### config.mk
export PLATFORM = sky130hd
export DESIGN_NAME = dna_uart_report
export DESIGN_NICKNAME = d
export VERILOG_FILES = /design/src/rtl/dna_uart_report.sv
export SDC_FILE = /design/constraint.sdc
export NUM_CORES = 1
export LEC_CHECK = 0
export BUFFER_PORTS_ARGS = -buffer_cell sky130_fd_sc_hd__buf_2
export CAP_MARGIN = 20
export CELL_PAD_IN_SITES_DETAIL_PLACEMENT = 1
export CELL_PAD_IN_SITES_GLOBAL_PLACEMENT = 1
export CORE_ASPECT_RATIO = 1.75
export CORE_UTILIZATION = 25
export CTS_CLUSTER_DIAMETER = 150
export DETAILED_ROUTE_END_ITERATION = 8
export PLACE_DENSITY_LB_ADDON = 0.1
export SLEW_MARGIN = 20
export SYNTH_ARGS = -nofsm -noshare
export SYNTH_HDL_FRONTEND = slang
export SYNTH_SLANG_ARGS = --single-unit
### constraint.sdc
create_clock -name clk -period 14.1 [get_ports clk]
set_input_delay 2.82 -clock clk [delete_from_list [all_inputs] [get_ports clk]]
set_output_delay 2.82 -clock clk [all_outputs]
set_load 0.01 [all_outputs]
### src/rtl/dna_uart_report.sv
// dna_uart_report: latches the 57-bit device DNA and sends "DNA=<15 hex>\r\n" over an 8N1 UART.
module dna_uart_report #(
  parameter int CLK_HZ = 50_000_000,
  parameter int BAUD   = 115_200
) (
  input  logic        clk,
  input  logic        rst,
  input  logic [56:0] dna,
  input  logic        dna_valid,
  input  logic        resend,
  output logic        txd,
  output logic        busy,
  output logic        done
);
  localparam int DIV = CLK_HZ / BAUD;
  localparam int CW  = $clog2(DIV);
  typedef enum logic [1:0] {IDLE, START, DATA, STOP} state_t;
  state_t state, state_nx;
  logic [CW-1:0] cnt;
  logic [2:0]    bit_idx;
  logic [4:0]    byte_idx;
  logic [56:0]   dna_r;
  logic          sent;
  logic          tick, last, go;
  logic [59:0]   dna_ext;
  logic [3:0]    nib;
  logic [7:0]    hdr_byte, hex_byte, tx_byte;
  assign tick     = cnt == CW'(DIV - 1);
  assign last     = byte_idx == 5'd20;
  assign go       = state == IDLE && ((dna_valid && !sent) || (resend && done));
  assign dna_ext  = {3'b000, dna_r};
  // hex digit k sits at byte k+4, so its nibble shift is 4*(18-byte_idx)
  assign nib      = 4'(dna_ext >> {5'd18 - byte_idx, 2'b00});
  assign hdr_byte = 8'(32'h444E413D >> {~byte_idx[1:0], 3'b000});
  assign hex_byte = nib < 4'd10 ? 8'h30 + {4'h0, nib} : 8'h37 + {4'h0, nib};
  assign tx_byte  = byte_idx < 5'd4 ? hdr_byte : byte_idx < 5'd19 ? hex_byte : byte_idx == 5'd19 ? 8'h0D : 8'h0A;
  always_ff @(posedge clk) begin
    if (rst) state <= IDLE;
    else state <= state_nx;
  end
  always_comb begin
    state_nx = state;
    case (state)
      IDLE:  state_nx = go ? START : IDLE;
      START: state_nx = tick ? DATA : START;
      DATA:  state_nx = (tick && bit_idx == 3'd7) ? STOP : DATA;
      STOP:  state_nx = tick ? (last ? IDLE : START) : STOP;
      default: state_nx = IDLE;
    endcase
  end
  always_comb begin
    txd  = state == START ? 1'b0 : state == DATA ? tx_byte[bit_idx] : 1'b1;
    busy = state != IDLE;
  end
  always_ff @(posedge clk) begin
    if (rst) begin
      cnt      <= '0;
      bit_idx  <= '0;
      byte_idx <= '0;
      dna_r    <= '0;
      sent     <= 1'b0;
      done     <= 1'b0;
    end else begin
      cnt <= (state == IDLE || tick) ? '0 : cnt + 1'b1;
      if (go) begin
        dna_r    <= dna;
        byte_idx <= '0;
        sent     <= 1'b1;
      end
      if (state == DATA && tick) bit_idx <= bit_idx + 3'd1;
      if (state == STOP && tick) begin
        if (last) done <= 1'b1;
        else byte_idx <= byte_idx + 5'd1;
      end
    end
  end
endmodule
Word level (Yosys, flattened, before mapping)
Cells that the tools add are included.
- output and inout bits: 3
- logic and storage cells: 57
- register bits after elaboration: 78
- order comparisons: 4
- $add $sub $neg: 6
- bitwise operators: 1
- eq/ne operators: 7
- muxes and demuxes: 17
- reductions and logical operators: 13
- shift operators: 2
- operator list (operator ; count):
    $shr A57 B7 Y4 ; 1
    $shr A31 B5 Y8 const A ; 1
    $mux W5 ; 3
    $add A6 B4 Y7 const A ; 2
    $mux W7 ; 2
    $eq A5 B5 Y1 const B ; 2
    $add A9 B1 Y9 const B ; 1
    $eq A9 B9 Y1 const B ; 1
    $mux W8 ; 1
    $pmux W2 S4 ; 1
    $logic_and A1 B1 Y1 ; 6
    $mux W1 ; 6
    $add A5 B1 Y5 const B ; 1
    $lt A5 B3 Y1 const B ; 1
    $lt A5 B5 Y1 const B ; 1
    $sub A5 B5 Y5 const A ; 1
    $eq A2 B2 Y1 const B ; 2
    $lt A3 B4 Y1 const B ; 1
    $lt A4 B4 Y1 const B ; 1
    $mux W2 ; 2
    $add A3 B1 Y3 const B ; 1
    $bmux W1 S3 ; 1
    $eq A3 B3 Y1 const B ; 1
    $mux W3 ; 1
    other kinds (8) ; 9

Depth between registers and ports, before layout
Gate-level depths: netlist (run 1).
- depth in word-level cells: 10
- depth in mapped cells: 18
- depth with buffers taken out: 13

Worst setup path before layout (run 1)
Ideal clock, no wire load.
- kind: register to output
- start point: register byte_idx[0]
- end point: output txd
- cell stages (with the launch flop): 19
- path slack: 7.516 ns
- data arrival time: 3.764 ns
- path buffers: 5
- cell sequence: dfxtp_1 -> buf_6 -> buf_2 -> clkbuf_1 -> inv_1 -> ha_1 -> buf_2 -> clkbuf_1 -> mux4_2 -> mux2i_1 -> nor3_1 -> a41oi_1 -> ha_1 -> inv_1 -> nor2_1 -> nor3_1 -> a2111oi_0 -> o32ai_1 -> a211oi_2
- word-level cells in the longest chain between the ends: 10
- elaborated cells between the ends (all ways): 18
- those cells by class: 3 x add/sub; 3 x order compare; 1 x eq/ne; 2 x shift; 8 x mux; 1 x bitwise
- RTL lines (what ; RTL line ; RTL):
    from (decl) ; 21 ; logic [4:0] byte_idx;
    from (signal assigned) ; 73 ; else byte_idx <= byte_idx + 5'd1;
    $sub A5 B5 Y5 ; 33 ; assign nib = 4'(dna_ext >> {5'd18 - byte_idx, 2'b00});
    $shr A57 B7 Y4 ; 33 ;
    $add A6 B4 Y7 / $lt A4 B4 Y1 (equally long branches) ; 35 ; assign hex_byte = nib < 4'd10 ? 8'h30 + {4'h0, nib} : 8'h37 + {4'h0, nib};
    $mux W7 ; 35 ;
    $mux W7 ; 36 ; assign tx_byte = byte_idx < 5'd4 ? hdr_byte : byte_idx < 5'd19 ? hex_byte : byte_idx == 5'd19 ? 8'h0D : 8'h0A;
    $mux W8 * ; 36 ;
    $bmux W1 S3 * ; 52 ; txd = state == START ? 1'b0 : state == DATA ? tx_byte[bit_idx] : 1'b1;
    $mux W1 (implied by the code) * ; 52 ;
    $mux W1 * (2 in series) ; 52 ;
    to (decl) ; 11 ; output logic txd,
Every way passes the cells marked *; elsewhere a longest branch is shown, timed or not. The select of a mux whose other input is x is not followed.

Final worst setup path (run 1)
Same ends and word-level chain as after synthesis.

==> flow_summary.json, run 1 <==
{
  "status": "finished clean",
  "initial_core_util": 0.255,
  "crit_type": "reg -> out",
  "wl_microns": 11400,
  "synth_seq_cells": 78,
  "cp_cell_sequence": "buf_4 -> inv_1 -> ha_1 -> mux4_2 -> mux2i_1 -> nor3_1 -> a41oi_1 -> ha_1 -> inv_1 -> nor2_1 -> nor3_1 -> a2111oi_0 -> o32ai_1 -> a211oi_2 -> buf_2",
  "drc_errors": 0,
  "syn_avg_cell_area_sq_um": 8.20,
  "leakage_nw": 1.75,
  "async_flop_share": 0,
  "worst_pin_slew_ns": 0.921,
  "setup_tns_ns": 0,
  "syn_to_final_growth_pct": 18.2,
  "netlist_area_sq_um": 3910,
  "hold_violations": 0,
  "final_layout_size_suffix_gt1_frac": 0.187,
  "std_cell_rows": 60,
  "max_slew_margin": 0.386,
  "synthCells": 477,
  "routedWlPerCell_microns": 16.0,
  "yosysUniqueCellTypes": 51,
  "holdCritPathClass": "reg -> reg",
  "cp.buffers_inverters": 4,
  "timing.final.ws_setup_ns": 6.69,
  "layout.nets": 591,
  "max-cap-violations": 0,
  "drv_slew": 0,
  "dpl.hpwl_microns": 8430,
  "coreArea_sq_um": 15300,
  "grtUsageTotal": 0.149,
  "yosysMostFrequentCell": "nand2_1",
  "finalCritPeriodShare": 0.525,
  "syn-num-nets": 548,
  "required_ns": 11.28,
  "synth.top_cells.by_area": "dfxtp_1 (40%), nand2_1 (12%), a21oi_1 (7.5%), mux4_2 (5.2%), mux2i_1 (4.1%)",
  "synth_edf_count": 0,
  "fillers": 1856,
  "ys_seq_area_frac": 0.399,
  "portBuffers": 63,
  "h-tree-depth": 3,
  "die_w_microns": 96.6,
  "numCtsBuffers": 9,
  "firstDrtPassIters": 4,
  "ir_worst_vdd_v": 0.0000453,
  "grt_start_max_net_pins": 71,
  "slowest_delay_ns": 0.92,
  "path_clk_slew_ns": 0.06,
  "grt_pass1_vias": 3588,
  "gp_congestion": 0.712,
  "cts_hold_buf": 0,
  "dr_total_vias": 3422,
  "setup_viol": 0,
  "via_per_inst": 4.81,
  "root_buffer": "clkbuf_16",
  "slowest_stage": "ha_1",
  "clock_skew_ns": 0.00782,
  "whs_ns": 0.452,
  "crit_arrival_ns": 4.59,
  "io_pins": 64,
  "cts_buffer_depth": 2,
  "clk_latency_ns": 0.34,
  "post-route-min-period_ns": 7.41,
  "antenna_found_initial": 0,
  "die_h_microns": 167,
  "power_density_nw_per_um2": 112,
  "post-place-ws_ns": 6.97,
  "overflow": 0,
  "cts_setup_buffers": 0,
  "start_kind": "flop",
  "yosysTopAreaCellShare": 0.399,
  "synth_warnings": 0,
  "critPathMaxFanout": 40,
  "regArea_sq_um": 1560,
  "rsz0062_at_grt": "no",
  "worstSetupEndpointType": "output port",
  "cts_sinks": 78,
  "ctsResizeCount": 0,
  "fmax_mhz": 135,
  "antenna_cells": 0,
  "drt_iter0_drc": 87,
  "design.die.area_sq_um": 16200,
  "cts_tree": "built",
  "crit_family": "compound AO/OA/AOI/OAI gates",
  "synth_top_cell_by_area": "dfxtp_1",
  "synth_common_cells": "nand2_1 (126), dfxtp_1 (78), a21oi_1 (59)",
  "ant_nets": 0,
  "multi_input_area_sq_um": 2180,
  "grt_pass1_wl_microns": 18200,
  "utilization": 0.302,
  "synth_ff_type": "dfxtp_1"
}
stage by stage:
stage               total power, mW  instances  area [sq um]
finish                        0.517        711          4620
global route                  0.542        711          4620
CTS                           0.527        711          4620
detailed placement            0.302        695          4340
global placement              0.301        695          4340
floorplan                     0.278        477          3910
worst min-delay path, stage by stage, from the launching register on:
cell and delay, ns:
dfxtp_1 0.30, nand2_1 0.05, a21oi_1 0.05
placed cells by master, fill, tap and decap left out, types with 3 or more instances in the layout:
master     instances
a21oi_1           59
a31oi_1            6
and3_1             3
buf_2             63
buf_4              3
clkbuf_16          9
clkinv_4           3
dfxtp_1           78
ha_1              10
inv_1              8
mux2i_1           16
mux4_2             9
nand2_1          126
nand3_1           13
nand3b_1           5
nand4_1            3
nor2_1            25
nor2b_1            3
nor3_1            13
nor3b_1            9
o21ai_0            3
xnor2_1            7
xor2_1             8
logic make-up after synthesis:
family | share of synthesized area
flip-flops | 0.399
AND/OR/NAND/NOR | 0.242
adder cells (fa/ha/maj) | 0.0320
buffers and inverters | 0.0470
XOR/XNOR | 0.0419
AO/OA/AOI/OAI | 0.134
multiplexers | 0.104
layout make-up:
type,count,area share
clock inverter,5,0.00920
sequential,78,0.338
timing repair buffer,66,0.0731
clock buffer,11,0.0525
multi-input combinational,357,0.471
tap,186,0.0503
inverter,8,0.00650
path summary, 6_finish.rpt:
kind          startpoint     endpoint  slack (ns)  cells after the start
max          byte_idx[0]          txd        6.69                     15
max reg2reg       cnt[0]  byte_idx[2]       11.66                      8
min            dna_r[23]    dna_r[23]        0.45                      2
min reg2reg    dna_r[23]    dna_r[23]        0.45                      2
report_power, final:
| group | switching, mW | total [mW] | internal (mW) |
|---|---|---|---|
| Clock | 0.0962 | 0.222 | 0.126 |
| Combinational | 0.0317 | 0.0528 | 0.0211 |
| Sequential | 0.00857 | 0.242 | 0.233 |
sequential cells by signal, summed over array words and instances, names as in the netlist:
signal / flops
sent: 1
dna_r: 57
done: 1
cnt: 9
state: 2
byte_idx: 5
bit_idx: 3
routing by layer:
layer / up-vias / global-route usage / part of all wire
li1: 1728 / - / -
met1: 1658 / 0.152 / 0.39
met2: 28 / 0.292 / 0.58
met3: 8 / 0.0241 / 0.017
met4: 0 / 0.0480 / 0.013
met5: - / 0 / 0
Power figures use the tool's default switching activity.
==> run 2: changes to the inputs <==
==> constraint.sdc (replaced) <==
create_clock -name clk -period 6.5 [get_ports clk]
set_input_delay 1.3 -clock clk [delete_from_list [all_inputs] [get_ports clk]]
set_output_delay 1.3 -clock clk [all_outputs]
set_load 0.01 [all_outputs]
==> run 2 against run 1 <==
  * Clock power is 140% higher
  * Clock skew decreased by 0.0016 ns
  * Register-to-register slack got worse by 7.6 ns
  * Sequential share of layout area down 0.20 points
  * Die area unchanged
  * Global-route usage grew 0.30 points
  * Total power grew 130%
  * Critical path depth down 1
  * Sequential cell count did not move
  * Critical endpoint unchanged
  * Largest cell class unchanged
==> flow_summary.json, run 2 (synthesis gave the netlist of run 1 again) <==
{
  "rsz0062_at_grt": "no",
  "firstDrtPassIters": 4,
  "top_register": "dna_r",
  "utilization": 0.304,
  "numCtsBuffers": 9,
  "layoutNonFillerInstCount": 710,
  "initial_core_util": 0.255,
  "grt_pass1_wl_microns": 18500,
  "dr_total_vias": 3481,
  "dpl.hpwl_microns": 8550,
  "antenna_found_initial": 0,
  "power_density_nw_per_um2": 253,
  "antenna_cells": 0,
  "gp_congestion": 0.708,
  "grt_pass1_vias": 3606,
  "ir_worst_vdd_v": 0.0000957,
  "status": "finished clean",
  "cts_tree": "built",
  "worstSetupEndpointType": "output port",
  "root_buffer": "clkbuf_16",
  "finalCritPeriodShare": 0.875,
  "path_clk_slew_ns": 0.06,
  "via_per_inst": 4.90,
  "grt_start_max_net_pins": 71,
  "ant_nets": 0,
  "cts_sinks": 78,
  "crit_type": "reg -> out",
  "drc_errors": 0,
  "coreArea_sq_um": 15300,
  "portBuffers": 63,
  "design.die.area_sq_um": 16200,
  "drt_iter0_drc": 103,
  "mostFrequentLayoutCell": "nand2_1",
  "max-cap-violations": 0,
  "die_h_microns": 167,
  "required_ns": 5.20,
  "setup_tns_ns": 0,
  "largest_reg_flops": 57,
  "crit_arrival_ns": 4.39,
  "wl_microns": 11500,
  "overflow": 0,
  "cts_buffer_depth": 2,
  "ctsResizeCount": 0,
  "leakage_nw": 1.76,
  "setup_viol": 0,
  "cts_setup_buffers": 0,
  "start_kind": "flop",
  "worst_pin_slew_ns": 0.909,
  "r2r_slack_ns": 4.07,
  "clk_latency_ns": 0.33,
  "h-tree-depth": 3,
  "drv_slew": 0,
  "grtUsageTotal": 0.152,
  "io_pins": 64,
  "layout_common_cells": "nand2_1 (126), dfxtp_1 (78), buf_2 (63), a21oi_1 (59), nor2_1 (25)",
  "final_layout_size_suffix_gt1_frac": 0.185,
  "holdCritPathClass": "reg -> reg",
  "place_inst": 695,
  "max_slew_margin": 0.394,
  "post-route-min-period_ns": 5.69,
  "syn_to_final_growth_pct": 18.9,
  "fmax_mhz": 176,
  "layout.nets": 591,
  "std_cell_rows": 60,
  "hold_violations": 0,
  "routedWlPerCell_microns": 16.2,
  "critPathMaxFanout": 29,
  "cts_hold_buf": 0,
  "die_w_microns": 96.6,
  "clock_skew_ns": 0.00625,
  "largestRegisters": "dna_r x57, cnt x9, byte_idx x5"
}
## run 2: cell count changes in the layout (fill, tap and decap cells not counted), sizes merged
cell and change:
bufinv +2, clkbuf -1, clkinvlp +1, clkinv -3
## run 2: worst paths after layout
path	start	to	depth (start not counted)
setup / recovery	byte_idx[1]	txd	14
hold / removal	sent	sent	2
setup reg to reg	cnt[0]	byte_idx[2]	8
hold reg to reg	sent	sent	2
## run 2: cell type report
cell class | count | area [sq um]
Inverter | 8 | 30.0
Multi-Input combinational cell | 357 | 2180
Timing Repair Buffer | 66 | 338
Fill cell | 1841 | 10700
Tap cell | 186 | 233
Clock inverter | 5 | 83.8
Sequential cell | 78 | 1560
Clock buffer | 10 | 229
## run 2: routing by layer
| metal | vias up | GRT usage | part of all wire |
|---|---|---|---|
| met5 | - | 0 | 0 |
| met4 | 0 | 0.0556 | 0.022 |
| met1 | 1702 | 0.155 | 0.37 |
| met3 | 18 | 0.0232 | 0.018 |
| li1 | 1725 | - | - |
| met2 | 36 | 0.295 | 0.59 |
## run 2: through the flow
step	instance area [sq um]	hold WS, ns	worst slack (ns)	power [mW]
4_1_cts	4650	0.458	0.736	1.21
6_report	4650	0.457	0.810	1.18
5_1_grt	4650	0.474	0.480	1.24
3_5_place_dp	4340	0.449	1.11	0.656
2_1_floorplan	3910	0.431	1.44	0.604
3_3_place_gp	4340	0.441	1.38	0.654
## run 2: power by group
| part | internal, mW | leakage, nW | switching (mW) |
|---|---|---|---|
| Sequential | 0.506 | 0.637 | 0.0200 |
| Combinational | 0.0458 | 0.974 | 0.0686 |
| Clock | 0.336 | 0.145 | 0.200 |
## run 2: critical path, cell delays in order (launching register included)
cell,delay [ns]
dfxtp_1,0.54
inv_1,0.11
ha_1,0.90
mux4_2,0.41
mux2i_1,0.15
nor3_1,0.07
a41oi_1,0.33
ha_1,0.24
inv_1,0.08
nor2_1,0.09
nor3_1,0.05
a2111oi_0,0.56
o32ai_1,0.17
a211oi_2,0.19
buf_2,0.17
==> run 3: changes to the inputs <==
--- a/config.mk
+++ b/config.mk
@@ -11,8 +11,9 @@
 export CELL_PAD_IN_SITES_GLOBAL_PLACEMENT = 1
 export CORE_ASPECT_RATIO = 1.75
 export CORE_UTILIZATION = 25
-export CTS_CLUSTER_DIAMETER = 150
+export CTS_CLUSTER_DIAMETER = 50
 export DETAILED_ROUTE_END_ITERATION = 8
+export MAX_ROUTING_LAYER = met4
 export PLACE_DENSITY_LB_ADDON = 0.1
 export SLEW_MARGIN = 20
 export SYNTH_ARGS = -nofsm -noshare
==> constraint.sdc (replaced) <==
create_clock -name clk -period 6.5 [get_ports clk]
set_input_delay 0.65 -clock clk [delete_from_list [all_inputs] [get_ports clk]]
set_output_delay 0.65 -clock clk [all_outputs]
set_load 0.01 [all_outputs]
==> run 3 against run 2 <==
  * Combinational power about the same
  * Final cell count up 0.14%
  * Sequential cell count unchanged
  * Via count down 0.23%
  * Setup slack better by 0.45 ns
  * Count of clock-buffer cells in the layout up 1
  * Hold slack worse by 0.0065 ns
  * Clock skew up 0.00097 ns
  * Utilization about the same
  * Maximum frequency up 8.7%
  * Critical path type unchanged
  * Largest power group unchanged
==> flow_summary.json, run 3 (synthesis gave the netlist of run 1 again) <==
{
  "syn_to_final_growth_pct": 19.0,
  "hold_violations": 0,
  "crit_type": "reg -> out",
  "via_per_inst": 4.88,
  "whs_endpoint": "dna_r[23]",
  "dpl.hpwl_microns": 8460,
  "drc_errors": 0,
  "cts_tree": "built",
  "leakage_nw": 1.77,
  "cp_cell_sequence": "buf_4 -> inv_1 -> ha_1 -> mux4_2 -> mux2i_1 -> nor3_1 -> a41oi_1 -> ha_1 -> inv_1 -> nor2_1 -> nor3_1 -> a2111oi_0 -> o32ai_1 -> a211oi_2 -> buf_2",
  "start_kind": "flop",
  "coreArea_sq_um": 15300,
  "final_layout_size_suffix_gt1_frac": 0.189,
  "cts_hold_buf": 0,
  "die_h_microns": 167,
  "initial_core_util": 0.255,
  "required_ns": 5.85,
  "layoutNonFillerInstCount": 711,
  "cts_setup_buffers": 0,
  "grt_pass1_wl_microns": 18500,
  "io_pins": 64,
  "largestRegisters": "dna_r x57, cnt x9, byte_idx x5",
  "worstReg2RegStart": "cnt[0]",
  "setup_viol": 0,
  "ctsResizeCount": 0,
  "mostFrequentLayoutCell": "nand2_1",
  "dr_wl_met3_microns": 196,
  "cts_buffer_depth": 2,
  "cts_sinks": 78,
  "r2r_slack_ns": 4.08,
  "wl_microns": 11500,
  "final_cell_area_sq_um": 4660,
  "drt_iter0_drc": 81,
  "ant_nets": 0,
  "dr_total_vias": 3473,
  "overflow": 0,
  "place_inst": 695,
  "max_slew_margin": 0.390,
  "grt_start_max_net_pins": 71,
  "gp_congestion": 0.720,
  "ff2ff_path_depth": 8,
  "clock_skew_ns": 0.00722,
  "holdCritPathClass": "reg -> reg",
  "design.die.area_sq_um": 16200,
  "ir_worst_vdd_v": 0.000141,
  "layout_common_cells": "nand2_1 (126), dfxtp_1 (78), buf_2 (63), a21oi_1 (59), nor2_1 (25)",
  "slowest_delay_ns": 0.92,
  "whs_path_depth": 2,
  "grtUsageTotal": 0.155,
  "post-route-min-period_ns": 5.24,
  "die_w_microns": 96.6,
  "worstSetupEndpointType": "output port",
  "utilization": 0.304,
  "worst_pin_slew_ns": 0.915,
  "power.total_mw": 1.17,
  "antenna_cells": 0,
  "root_buffer": "clkbuf_16",
  "top_register": "dna_r",
  "finalCritPeriodShare": 0.805,
  "slowest_stage": "ha_1",
  "r2r_end": "byte_idx[2]",
  "wl_met2_microns": 6580,
  "routed.top_layer": "met4",
  "status": "finished clean",
  "numCtsBuffers": 9,
  "wl_met1_microns": 4520,
  "clk_latency_ns": 0.34,
  "placed_area_sq_um": 4340,
  "layout.nets": 591,
  "max-cap-violations": 0,
  "crit_arrival_ns": 4.59,
  "largest_reg_flops": 57,
  "critPathMaxFanout": 40,
  "power_density_nw_per_um2": 252,
  "setup_tns_ns": 0,
  "drv_slew": 0,
  "h-tree-depth": 3,
  "firstDrtPassIters": 4,
  "std_cell_rows": 60,
  "path_clk_slew_ns": 0.06,
  "grt_pass1_vias": 3603,
  "fmax_mhz": 191,
  "hold_start": "dna_r[23]",
  "portBuffers": 63,
  "routedWlPerCell_microns": 16.1,
  "antenna_found_initial": 0,
  "rsz0062_at_grt": "no"
}
## run 3: report_power, final
| group | total (mW) | leakage [nW] | switching, mW | internal, mW |
|---|---|---|---|---|
| Clock | 0.535 | 0.156 | 0.213 | 0.322 |
| Combinational | 0.114 | 0.974 | 0.0683 | 0.0458 |
| Sequential | 0.525 | 0.637 | 0.0186 | 0.506 |
| Total | 1.17 | 1.77 | 0.300 | 0.874 |
## run 3: cell type report
class	instances	area [sq um]
multi-input combinational	357	2180
clock inverter	5	65.1
inverter	8	30.0
sequential	78	1560
fill	1872	10700
timing repair buffer	66	338
clock buffer	11	253
tap	186	233
## run 3: routing by layer
layer	global-route usage	up-vias
met3	0.0286	13
met4	0.0454	0
met2	0.291	36
met1	0.157	1701
li1	-	1723
met5	-	-
## run 3: through the flow
step	hold WS (ns)	setup WS (ns)
global route	0.470	0.780
detailed placement	0.444	1.54
global placement	0.441	1.75
floorplan	0.431	2.09
CTS	0.453	1.16
finish	0.450	1.26
## run 3: how the worst max path moves through the flow
stage / startpoint / to / slack (ns)
finish: byte_idx[0] / txd / 1.26
detailed placement: byte_idx[0] / txd / 1.54
floorplan: byte_idx[0] / txd / 2.09
CTS: byte_idx[0] / txd / 1.16
global route: byte_idx[0] / txd / 0.78
global placement: byte_idx[0] / txd / 1.75
## run 3: critical path: cells and delay by family (launching register included)
family,cells,cell delay (ns)
adders and majority gates,2,1.18
AOI/OAI and AO/OA,4,1.19
buffers and inverters,4,0.79
DFF,1,0.31
muxes,2,0.56
and+or+nand+nor,3,0.20
